$ cat config.mk
export PLATFORM = sky130hd
export DESIGN_NAME = fft_peak_bin_tracker_flat
export DESIGN_NICKNAME = d
export VERILOG_FILES = /design/src/rtl/fft_peak_bin_tracker_pkg.sv /design/src/rtl/fft_peak_bin_tracker_if.sv /design/src/rtl/fft_peak_bin_tracker_cplx_mag_sq.sv /design/src/rtl/fft_peak_bin_tracker.sv /design/src/flat_wrapper.sv
export SDC_FILE = /design/constraint.sdc
export NUM_CORES = 2
export LEC_CHECK = 0
export ABC_AREA = 1
export CORE_ASPECT_RATIO = 0.9
export CORE_MARGIN = 3
export CORE_UTILIZATION = 55
export CTS_CLUSTER_SIZE = 25
export DETAILED_ROUTE_END_ITERATION = 10
export HOLD_SLACK_MARGIN = 0.06
export PLACE_DENSITY = 0.73
export SYNTH_ARGS = -nofsm -noshare
export SYNTH_HDL_FRONTEND = slang
export SYNTH_SLANG_ARGS = --single-unit
export TNS_END_PERCENT = 10
$ cat constraint.sdc
create_clock -name clk_in -period 9.3 [get_ports clk_in]
set_input_delay 1.86 -clock clk_in [delete_from_list [all_inputs] [get_ports clk_in]]
set_output_delay 1.86 -clock clk_in [all_outputs]
set_load 0.03 [all_outputs]
$ cat src/rtl/fft_peak_bin_tracker_pkg.sv
// fft_pkg: shared constants and types for the FFT peak-bin tracker.
// Optional feature macro used by the tracker: FFT_FRAME_CHECK_EN.
package fft_pkg;

  localparam int FFT_LEN = 1024;
  localparam int BIN_W   = $clog2(FFT_LEN);
  localparam int MIN_BIN = 2;              // skip DC / near-DC bins
  localparam int MAX_BIN = FFT_LEN/2 - 1;  // mirror half of a real FFT is ignored

  typedef struct packed {
    logic signed [15:0] re;
    logic signed [15:0] im;
  } fft_sample_t;

  typedef logic [31:0]      mag_t;
  typedef logic [BIN_W-1:0] bin_t;

  // True when a bin lies inside the band that may carry the peak.
  function automatic logic bin_eligible(input bin_t b);
    return (b >= BIN_W'(MIN_BIN)) && (b <= BIN_W'(MAX_BIN));
  endfunction

endpackage

$ cat src/rtl/fft_peak_bin_tracker_if.sv
// AXI-Stream style bin stream from the FFT core into the peak tracker.
interface fft_peak_bin_tracker_if;
  import fft_pkg::*;

  fft_sample_t fft_data_in;
  logic        fft_valid_in;
  logic        fft_last_in;
  logic        fft_ready_out;

  modport master (output fft_data_in, fft_valid_in, fft_last_in, input fft_ready_out);
  modport slave  (input fft_data_in, fft_valid_in, fft_last_in, output fft_ready_out);

endinterface

$ cat src/rtl/fft_peak_bin_tracker_cplx_mag_sq.sv
// cplx_mag_sq: two-stage pipelined |x|^2 = re^2 + im^2 with valid/last/bin passthrough.
module cplx_mag_sq
  import fft_pkg::*;
(
  input  logic        clk_in,
  input  logic        rst_in,
  input  fft_sample_t sample_i,
  input  logic        valid_i,
  input  logic        last_i,
  input  bin_t        bin_i,
  output mag_t        mag_o,
  output logic        valid_o,
  output logic        last_o,
  output bin_t        bin_o
);

  // Operands widened first so each square is formed at its full 31-bit width.
  logic signed [30:0] re_x, im_x;
  logic        [30:0] re_sq_d, im_sq_d, re_sq_q, im_sq_q;
  logic               s1_valid_q, s1_last_q;
  bin_t               s1_bin_q;
  mag_t               mag_d, mag_q;
  logic               s2_valid_q, s2_last_q;
  bin_t               s2_bin_q;

  assign re_x    = 31'(sample_i.re);
  assign im_x    = 31'(sample_i.im);
  assign re_sq_d = re_x * re_x;  // max (-32768)^2 = 2^30
  assign im_sq_d = im_x * im_x;
  assign mag_d   = {1'b0, re_sq_q} + {1'b0, im_sq_q};  // max 2^31, no overflow

  // Valid bits: the only pipeline state that must be cleared by reset.
  always_ff @(posedge clk_in) begin
    if (rst_in) begin
      s1_valid_q <= 1'b0;
      s2_valid_q <= 1'b0;
    end else begin
      s1_valid_q <= valid_i;
      s2_valid_q <= s1_valid_q;
    end
  end

  // Datapath and sideband capture for both stages.
  always_ff @(posedge clk_in) begin
    // NOTE: datapath registers carry no reset; the valid bits qualify them.
    re_sq_q   <= re_sq_d;
    im_sq_q   <= im_sq_d;
    s1_last_q <= last_i;
    s1_bin_q  <= bin_i;
    mag_q     <= mag_d;
    s2_last_q <= s1_last_q;
    s2_bin_q  <= s1_bin_q;
  end

  assign mag_o   = mag_q;
  assign valid_o = s2_valid_q;
  assign last_o  = s2_last_q;
  assign bin_o   = s2_bin_q;

endmodule

$ cat src/rtl/fft_peak_bin_tracker.sv
// fft_peak_bin_tracker: per-frame strongest-bin finder on the FFT output stream.
// Optional macro FFT_FRAME_CHECK_EN adds frame_err_out and force-closes a frame
// at bin FFT_LEN-1 when tlast is missing.
module fft_peak_bin_tracker
  import fft_pkg::*;
(
  input  logic                         clk_in,
  input  logic                         rst_in,
  fft_peak_bin_tracker_if.slave        fft_if,
  output bin_t                         peak_bin_out,
  output mag_t                         peak_mag_out,
  output logic                         peak_valid_out
`ifdef FFT_FRAME_CHECK_EN
  ,
  output logic                         frame_err_out
`endif
);

  logic ready_q;
  logic accept, cnt_at_end;
  bin_t bin_cnt_q, bin_cnt_d;

  mag_t s2_mag;
  logic s2_valid, s2_last;
  bin_t s2_bin;
  logic close, take;

  bin_t max_bin_q, max_bin_d, peak_bin_q, peak_bin_d;
  mag_t max_mag_q, max_mag_d, peak_mag_q, peak_mag_d;
  logic found_q, found_d, peak_valid_q, peak_valid_d;

  assign accept     = fft_if.fft_valid_in && ready_q;
  assign cnt_at_end = (bin_cnt_q == BIN_W'(FFT_LEN-1));

  // Ready comes up the first cycle after reset and never drops.
  always_ff @(posedge clk_in) begin
    if (rst_in) ready_q <= 1'b0;
    else        ready_q <= 1'b1;
  end

  // Bin index of the next accepted beat; restarts after tlast or at FFT_LEN-1.
  always_comb begin
    // NOTE: default first, so every path assigns and no latch is inferred.
    bin_cnt_d = bin_cnt_q;
    if (accept) bin_cnt_d = (fft_if.fft_last_in || cnt_at_end) ? '0 : bin_cnt_q + BIN_W'(1);
  end

  cplx_mag_sq u_mag (
    .clk_in   (clk_in),
    .rst_in   (rst_in),
    .sample_i (fft_if.fft_data_in),
    .valid_i  (accept),
    .last_i   (fft_if.fft_last_in),
    .bin_i    (bin_cnt_q),
    .mag_o    (s2_mag),
    .valid_o  (s2_valid),
    .last_o   (s2_last),
    .bin_o    (s2_bin)
  );

`ifdef FFT_FRAME_CHECK_EN
  logic s2_at_end, frame_err_d, frame_err_q;
  assign s2_at_end   = (s2_bin == BIN_W'(FFT_LEN-1));
  assign close       = s2_valid && (s2_last || s2_at_end);
  // Error when tlast and the final bin disagree: early tlast or missing tlast.
  assign frame_err_d = s2_valid && (s2_last ^ s2_at_end);
`else
  assign close = s2_valid && s2_last;
`endif

  // First eligible bin loads unconditionally; later ones only if strictly larger.
  assign take = s2_valid && bin_eligible(s2_bin) && (!found_q || (s2_mag > max_mag_q));

  // Running-max update and frame close; the max clears on the closing beat.
  always_comb begin
    max_bin_d    = max_bin_q;
    max_mag_d    = max_mag_q;
    found_d      = found_q;
    peak_bin_d   = peak_bin_q;
    peak_mag_d   = peak_mag_q;
    peak_valid_d = 1'b0;
    if (close) begin
      // Running max sits at 0/0 when no eligible bin was seen.
      peak_bin_d   = take ? s2_bin : max_bin_q;
      peak_mag_d   = take ? s2_mag : max_mag_q;
      peak_valid_d = 1'b1;
      max_bin_d    = '0;
      max_mag_d    = '0;
      found_d      = 1'b0;
    end else if (take) begin
      max_bin_d = s2_bin;
      max_mag_d = s2_mag;
      found_d   = 1'b1;
    end
  end

  // Counter, running max and output registers.
  always_ff @(posedge clk_in) begin
    if (rst_in) begin
      bin_cnt_q    <= '0;
      max_bin_q    <= '0;
      max_mag_q    <= '0;
      found_q      <= 1'b0;
      peak_bin_q   <= '0;
      peak_mag_q   <= '0;
      peak_valid_q <= 1'b0;
    end else begin
      bin_cnt_q    <= bin_cnt_d;
      max_bin_q    <= max_bin_d;
      max_mag_q    <= max_mag_d;
      found_q      <= found_d;
      peak_bin_q   <= peak_bin_d;
      peak_mag_q   <= peak_mag_d;
      peak_valid_q <= peak_valid_d;
    end
  end

`ifdef FFT_FRAME_CHECK_EN
  // Frame-length error pulse, aligned with peak_valid_out.
  always_ff @(posedge clk_in) begin
    if (rst_in) frame_err_q <= 1'b0;
    else        frame_err_q <= frame_err_d;
  end
  assign frame_err_out = frame_err_q;
`endif

  assign fft_if.fft_ready_out = ready_q;
  assign peak_bin_out         = peak_bin_q;
  assign peak_mag_out         = peak_mag_q;
  assign peak_valid_out       = peak_valid_q;

endmodule

$ cat src/flat_wrapper.sv
// flat-port wrapper written by rule: the top's interface ports become plain ports
module fft_peak_bin_tracker_flat import fft_pkg::*;
  (clk_in, rst_in, peak_bin_out, peak_mag_out, peak_valid_out, fft_if_fft_data_in, fft_if_fft_valid_in, fft_if_fft_last_in, fft_if_fft_ready_out);
  fft_peak_bin_tracker_if fft_if_i ();
  input  logic clk_in;
  input  logic rst_in;
  output bin_t peak_bin_out;
  output mag_t peak_mag_out;
  output logic peak_valid_out;
  input wire logic [$bits(fft_if_i.fft_data_in)-1:0] fft_if_fft_data_in;
  input wire logic [$bits(fft_if_i.fft_valid_in)-1:0] fft_if_fft_valid_in;
  input wire logic [$bits(fft_if_i.fft_last_in)-1:0] fft_if_fft_last_in;
  output wire logic [$bits(fft_if_i.fft_ready_out)-1:0] fft_if_fft_ready_out;
  assign fft_if_i.fft_data_in = fft_if_fft_data_in;
  assign fft_if_i.fft_valid_in = fft_if_fft_valid_in;
  assign fft_if_i.fft_last_in = fft_if_fft_last_in;
  assign fft_if_fft_ready_out = fft_if_i.fft_ready_out;
  fft_peak_bin_tracker u_core (.clk_in(clk_in), .rst_in(rst_in), .fft_if(fft_if_i), .peak_bin_out(peak_bin_out), .peak_mag_out(peak_mag_out), .peak_valid_out(peak_valid_out));
endmodule
# == Word level (Yosys, flattened, before mapping) ==
# Cells that the tools add are included.
# word_totals
regBits,215
inputBits,36
output_inout_bits,44
wordCells,39
# classes
multipliers,2
n_reduce_logical,9
mux,5
eq_ne,1
order_cmp,3
add_sub_neg,2
# op_table
operator,count
multiplier 16 x 16 -> 31 bit,2
adder 31 x 31 -> 32 bit,1
greater-than comparator 32 bit,1
2-to-1 mux 32 bit,1
2-to-1 mux 10 bit,2
adder 10 x 1 -> 10 bit (second input constant),1
== test 10 bit (second input constant),1
>= comparator 10 x 2 -> 1 bit (second input constant),1
less-or-equal comparator 10 x 9 -> 1 bit (second input constant),1
logical AND 1 bit,5
logical OR 1 bit,2
2-to-1 mux 1 bit,2
OR reduction 2 bit,1
zero test 1 bit,1

# == Depth between registers and ports, before layout ==
# depth
word_depth,5
mapped_depth,28
depth_no_buf,26

# == Cells and area by module ==
# A second synthesis with hierarchy kept.
# unflattened
hier_cells,3600
area_unflattened_um2,27900.5
# by_module_without_submodules
module,instances,area_per_inst_um2,seq_area_each_um2,cells_each
cplx_mag_sq,1,23226.0,2322.2,2926
fft_peak_bin_tracker,1,4674.5,1941.9,674

# == Worst setup path before layout ==
# No wires, ideal clock.
# synth_timing
path_kind,input port to flip-flop
start,input port fft_if_fft_data_in[17]
end,register u_core.u_mag.re_sq_q[29]
t_required_ns,9.228
t_arrival_ns,7.056
setup_time_ns,0.072
slack_ns,2.173
path_stages,23
path_buffers,2
cell_sequence,clkbuf_1 -> clkbuf_1 -> nand2_1 -> inv_1 -> fa_1 -> inv_1 -> fa_1 -> inv_1 -> fa_1 -> fa_1 -> inv_1 -> fa_1 -> inv_1 -> fa_1 -> ha_1 -> nand2_1 -> nor2_1 -> nand2_1 -> inv_1 -> nand2_1 -> or2_2 -> nand2_1 -> xor2_1
# synth_via
elab_chain_cells,1
# synth_rtl
element,line,rtl
start: declaration,flat_wrapper.sv:10,input wire logic [$bits(fft_if_i.fft_data_in)-1:0] fft_if_fft_data_in;
multiplier 16 x 16 -> 31 bit,fft_peak_bin_tracker_cplx_mag_sq.sv:28,assign re_sq_d = re_x * re_x;
via u_core.u_mag.re_sq_d[29],fft_peak_bin_tracker_cplx_mag_sq.sv:19,"logic [30:0] re_sq_d, im_sq_d, re_sq_q, im_sq_q;"
end signal: assignment,fft_peak_bin_tracker_cplx_mag_sq.sv:46,re_sq_q <= re_sq_d;
end: declaration,fft_peak_bin_tracker_cplx_mag_sq.sv:19,
# The timed path passes the listed nets, and every way through them passes these cells.
# A chain may end at the register's enable or synchronous reset.

# == Worst setup path in the final report ==
# layout_timing
start,input port fft_if_fft_data_in[15]
end,register u_core.u_mag.im_sq_q[30]
# layout_via
elab_chain_cells,1
# layout_rtl
element,line,rtl
multiplier 16 x 16 -> 31 bit,fft_peak_bin_tracker_cplx_mag_sq.sv:29,assign im_sq_d = im_x * im_x;
via u_core.u_mag.im_sq_d[30],fft_peak_bin_tracker_cplx_mag_sq.sv:19,
end signal: assignment,fft_peak_bin_tracker_cplx_mag_sq.sv:47,im_sq_q <= im_sq_d;
end: declaration,fft_peak_bin_tracker_cplx_mag_sq.sv:19,
# The timed path passes the listed nets, and every way through them passes these cells.

==> flow_metrics.py <==
metrics = {
    "setup_path": {
        "r2r_cells": 14,
        "path_cells": "clkdlybuf4s50_1 > nand2_1 > inv_1 > fa_1 > fa_1 > inv_1 > fa_1 > inv_1 > fa_1 > inv_1 > fa_1 > inv_1 > fa_1 > ha_1 > inv_1 > nor3_1 > nand2_1 > nor4_1 > nand2_1 > o211ai_1 > xor2_1",
        "regToRegSetupSlack_ns": 6.15,
        "cp-start-kind": "input port",
        "end_kind": "flop",
        "crit_fanout": 20,
        "path_class": "in2reg",
        "r2r-start": "u_core.max_mag_q[31]$_SDFF_PP0_",
        "max_stage_delay_ns": 0.98,
        "crit_arrival_ns": 8.34,
        "rr_endpoint": "u_core.peak_mag_out[31]$_SDFFE_PP0P_",
        "cpMaxStageDelayCell": "clkdlybuf4s50_1",
        "critical_path_required_ns": 9.73,
    },
    "clock_tree": {
        "clock_path_buffers": 3,
        "clk_pin_slew_ns": 0.06,
        "cts_made_buffers": 23,
        "cts.hold.buffers_added": 0,
        "htreeDepth": 1,
        "cts.sinks": 213,
        "clock_latency_ns": 0.51,
        "cts.repair.resized": 0,
        "cts_tree": "done",
        "post_cts_buffers": 0,
        "root_buffer": "clkbuf_16",
    },
    "finish": {
        "mostFrequentLayoutCell": "inv_1",
        "finish.net_count": 3967,
        "antenna_cells": 0,
        "drive_gt1_share_pct": 2.39,
        "final_cell_mix": "inv_1, nand2_1, fa_1",
        "syn2layout_area_growth_pct": 7.67,
    },
    "yosys": {
        "synth_area_sq_mm": 0.0264,
        "synth_cell_types": 43,
        "synth_nets": 3940,
        "synth.avg_cell_area_sq_um": 8.20,
        "yosysWarnings": 0,
        "synthCells": 3216,
        "yosys_register_bits": 213,
        "synth_seq_area_share_pct": 16.2,
    },
    "route": {
        "maxUsedRoutingLayer": "met4",
        "drtIter0Drc": 1071,
        "route.met2.wl_um": 27300,
        "wl_met1_um": 25400,
        "vias": 19600,
        "first_pass_iters": 5,
        "dr_wl_met3_um": 3300,
        "antenna_left": 0,
        "via_per_inst": 5.07,
        "wire_per_inst_um": 14.7,
        "wl_um": 57100,
        "drc": 0,
    },
    "floorplanning": {
        "die_y_um": 214,
        "num_rows": 75,
        "die_w_um": 237,
        "ios": 80,
        "die_area_sq_mm": 0.0506,
        "initial_core_util_pct": 56.1,
        "core-area_sq_mm": 0.0470,
    },
    "grt": {
        "grt_overflow": 0,
        "grt_pass1_wl_um": 97400,
        "antenna_found_initial": 0,
        "grt_usage_pct": 23.2,
        "grt_max_degree": 45,
        "grt_pass1_vias": 20500,
    },
    "placement": {
        "place_congestion": 0.940,
        "io_buffers": 79,
        "hpwl_um": 48800,
    },
    "min_path": {
        "holdPathStages": 0,
        "hold_path_class": "reg2reg",
        "hold_path_end": "u_core.u_mag.bin_o[6]$_DFF_P_",
        "hp-start": "u_core.u_mag.s1_bin_q[6]$_DFF_P_",
    },
    "sta": {
        "setup_viol": 0,
        "maxSlewHeadroom_pct": 25.1,
        "skew_ns": 0.0150,
        "fin_setup_tns_ns": 0,
        "hold_violations": 0,
        "period_share_pct": 85.1,
        "fin_crit_ns": 7.91,
        "fmax_mhz": 126,
        "rsz0062_at_grt": "no",
        "slew_viol_final": 0,
        "tightest_slew_ns": 1.12,
    },
    "status": {
        "status": "finished, final reports clean",
    },
    "job": {
        "cap_violations": 0,
    },
}
-- how the worst max path moves through the flow --
| stage | startpoint | to | slack (ns) | cells past startpoint |
|---|---|---|---|---|
| 5_1_grt | fft_if_fft_data_in[31] | u_core.u_mag.re_sq_q[26]$_DFF_P_ | 0.90 | 24 |
| 4_1_cts | fft_if_fft_data_in[31] | u_core.u_mag.re_sq_q[26]$_DFF_P_ | 1.40 | 23 |
| 6_report | fft_if_fft_data_in[15] | u_core.u_mag.im_sq_q[30]$_DFF_P_ | 1.39 | 21 |
| 3_5_place_dp | fft_if_fft_data_in[31] | u_core.u_mag.re_sq_q[26]$_DFF_P_ | 0.91 | 23 |
| 3_3_place_gp | fft_if_fft_data_in[15] | u_core.u_mag.im_sq_q[30]$_DFF_P_ | 1.04 | 21 |
| 2_1_floorplan | fft_if_fft_data_in[17] | u_core.u_mag.re_sq_q[29]$_DFF_P_ | 2.17 | 23 |
-- logic make-up (layout without fill, tap and decap cells) --
logic type               after synthesis  count (layout)  share of synthesized area (%)
adder cells (fa/ha/maj)              688             688                           45.7
AND/OR/NAND/NOR                      991             991                           15.4
XOR/XNOR                             108             108                           3.59
buffers and inverters                989            1031                           14.2
multiplexers                           1               1                         0.0427
AO/OA/AOI/OAI                        226             226                           4.83
flip-flops                           213             213                           16.2
-- synth_stat cells, drive strengths merged --
cell	n	share of area, %
a211oi	7	0.22
o2111a	1	0.043
a21boi	3	0.085
inv	898	13
a21oi	112	2.1
o211ai	1	0.028
o21a	6	0.17
nand2	652	9.4
o21ai	62	1.2
ha	228	11
clkinv	3	0.043
or2	6	0.14
a31o	4	0.13
a21o	15	0.43
o31ai	2	0.057
xor2	76	2.5
a31oi	6	0.14
clkbuf	77	1.1
nor4	7	0.19
xnor2	32	1.1
nor3	13	0.25
buf	11	0.29
o221ai	1	0.033
o21bai	6	0.17
fa	460	35
dfxtp	213	16
nand3b	5	0.14
nand3	131	2.5
nand4	22	0.52
nor3b	3	0.085
or3	1	0.024
nor2	151	2.2
mux2	1	0.043
-- sequential cells by signal (all words and copies together) (netlist names) --
register / count
u_core.bin_cnt_q: 10
u_core.fft_if.fft_ready_out: 1
u_core.found_q: 1
u_core.max_bin_q: 10
u_core.max_mag_q: 32
u_core.peak_bin_out: 10
u_core.peak_mag_out: 32
u_core.peak_valid_out: 1
u_core.u_mag.bin_o: 10
u_core.u_mag.im_sq_q: 30
u_core.u_mag.last_o: 1
u_core.u_mag.mag_o: 32
u_core.u_mag.re_sq_q: 30
u_core.u_mag.s1_bin_q: 10
u_core.u_mag.s1_last_q: 1
u_core.u_mag.s1_valid_q: 1
u_core.u_mag.valid_o: 1
-- metal layers --
layer	vias up	GRT usage [%]
li1	9496	-
met1	9518	32.3
met2	535	40.0
met3	92	2.62
met4	0	4.57
met5	-	0
-- worst max-delay path: cells and delay by family --
kind                       cells  cell delay, ns
and+or+nand+nor                5            1.00
adders and majority gates      7            3.57
buffers and inverters          7            1.62
AOI/OAI and AO/OA              1            0.10
xor gates and xnor gates       1            0.17
-- final cells by class --
type / instances / area, sq um
fill: 4091 / 18600
multi-input combinational: 2014 / 18400
sequential: 213 / 4260
inverter: 901 / 3380
timing repair buffer: 90 / 873
tap: 616 / 771
clock buffer: 26 / 607
clock inverter: 14 / 128
-- stage by stage --
step / setup slack, ns / cells / utilization [%] / hold WS (ns) / area, sq um
floorplan: 2.17 / 3216 / - / 0.310 / 26400
global placement: 1.04 / 3834 / 58.8 / 0.312 / 27700
detailed placement: 0.909 / 3834 / 58.8 / 0.312 / 27700
CTS: 1.40 / 3874 / 60.4 / 0.327 / 28400
global route: 0.898 / 3874 / 60.4 / 0.331 / 28400
finish: 1.39 / 3874 / 60.4 / 0.326 / 28400
Power is not shown: default switching activity piles up to over one toggle a cycle in this logic, so the estimate is an artifact.
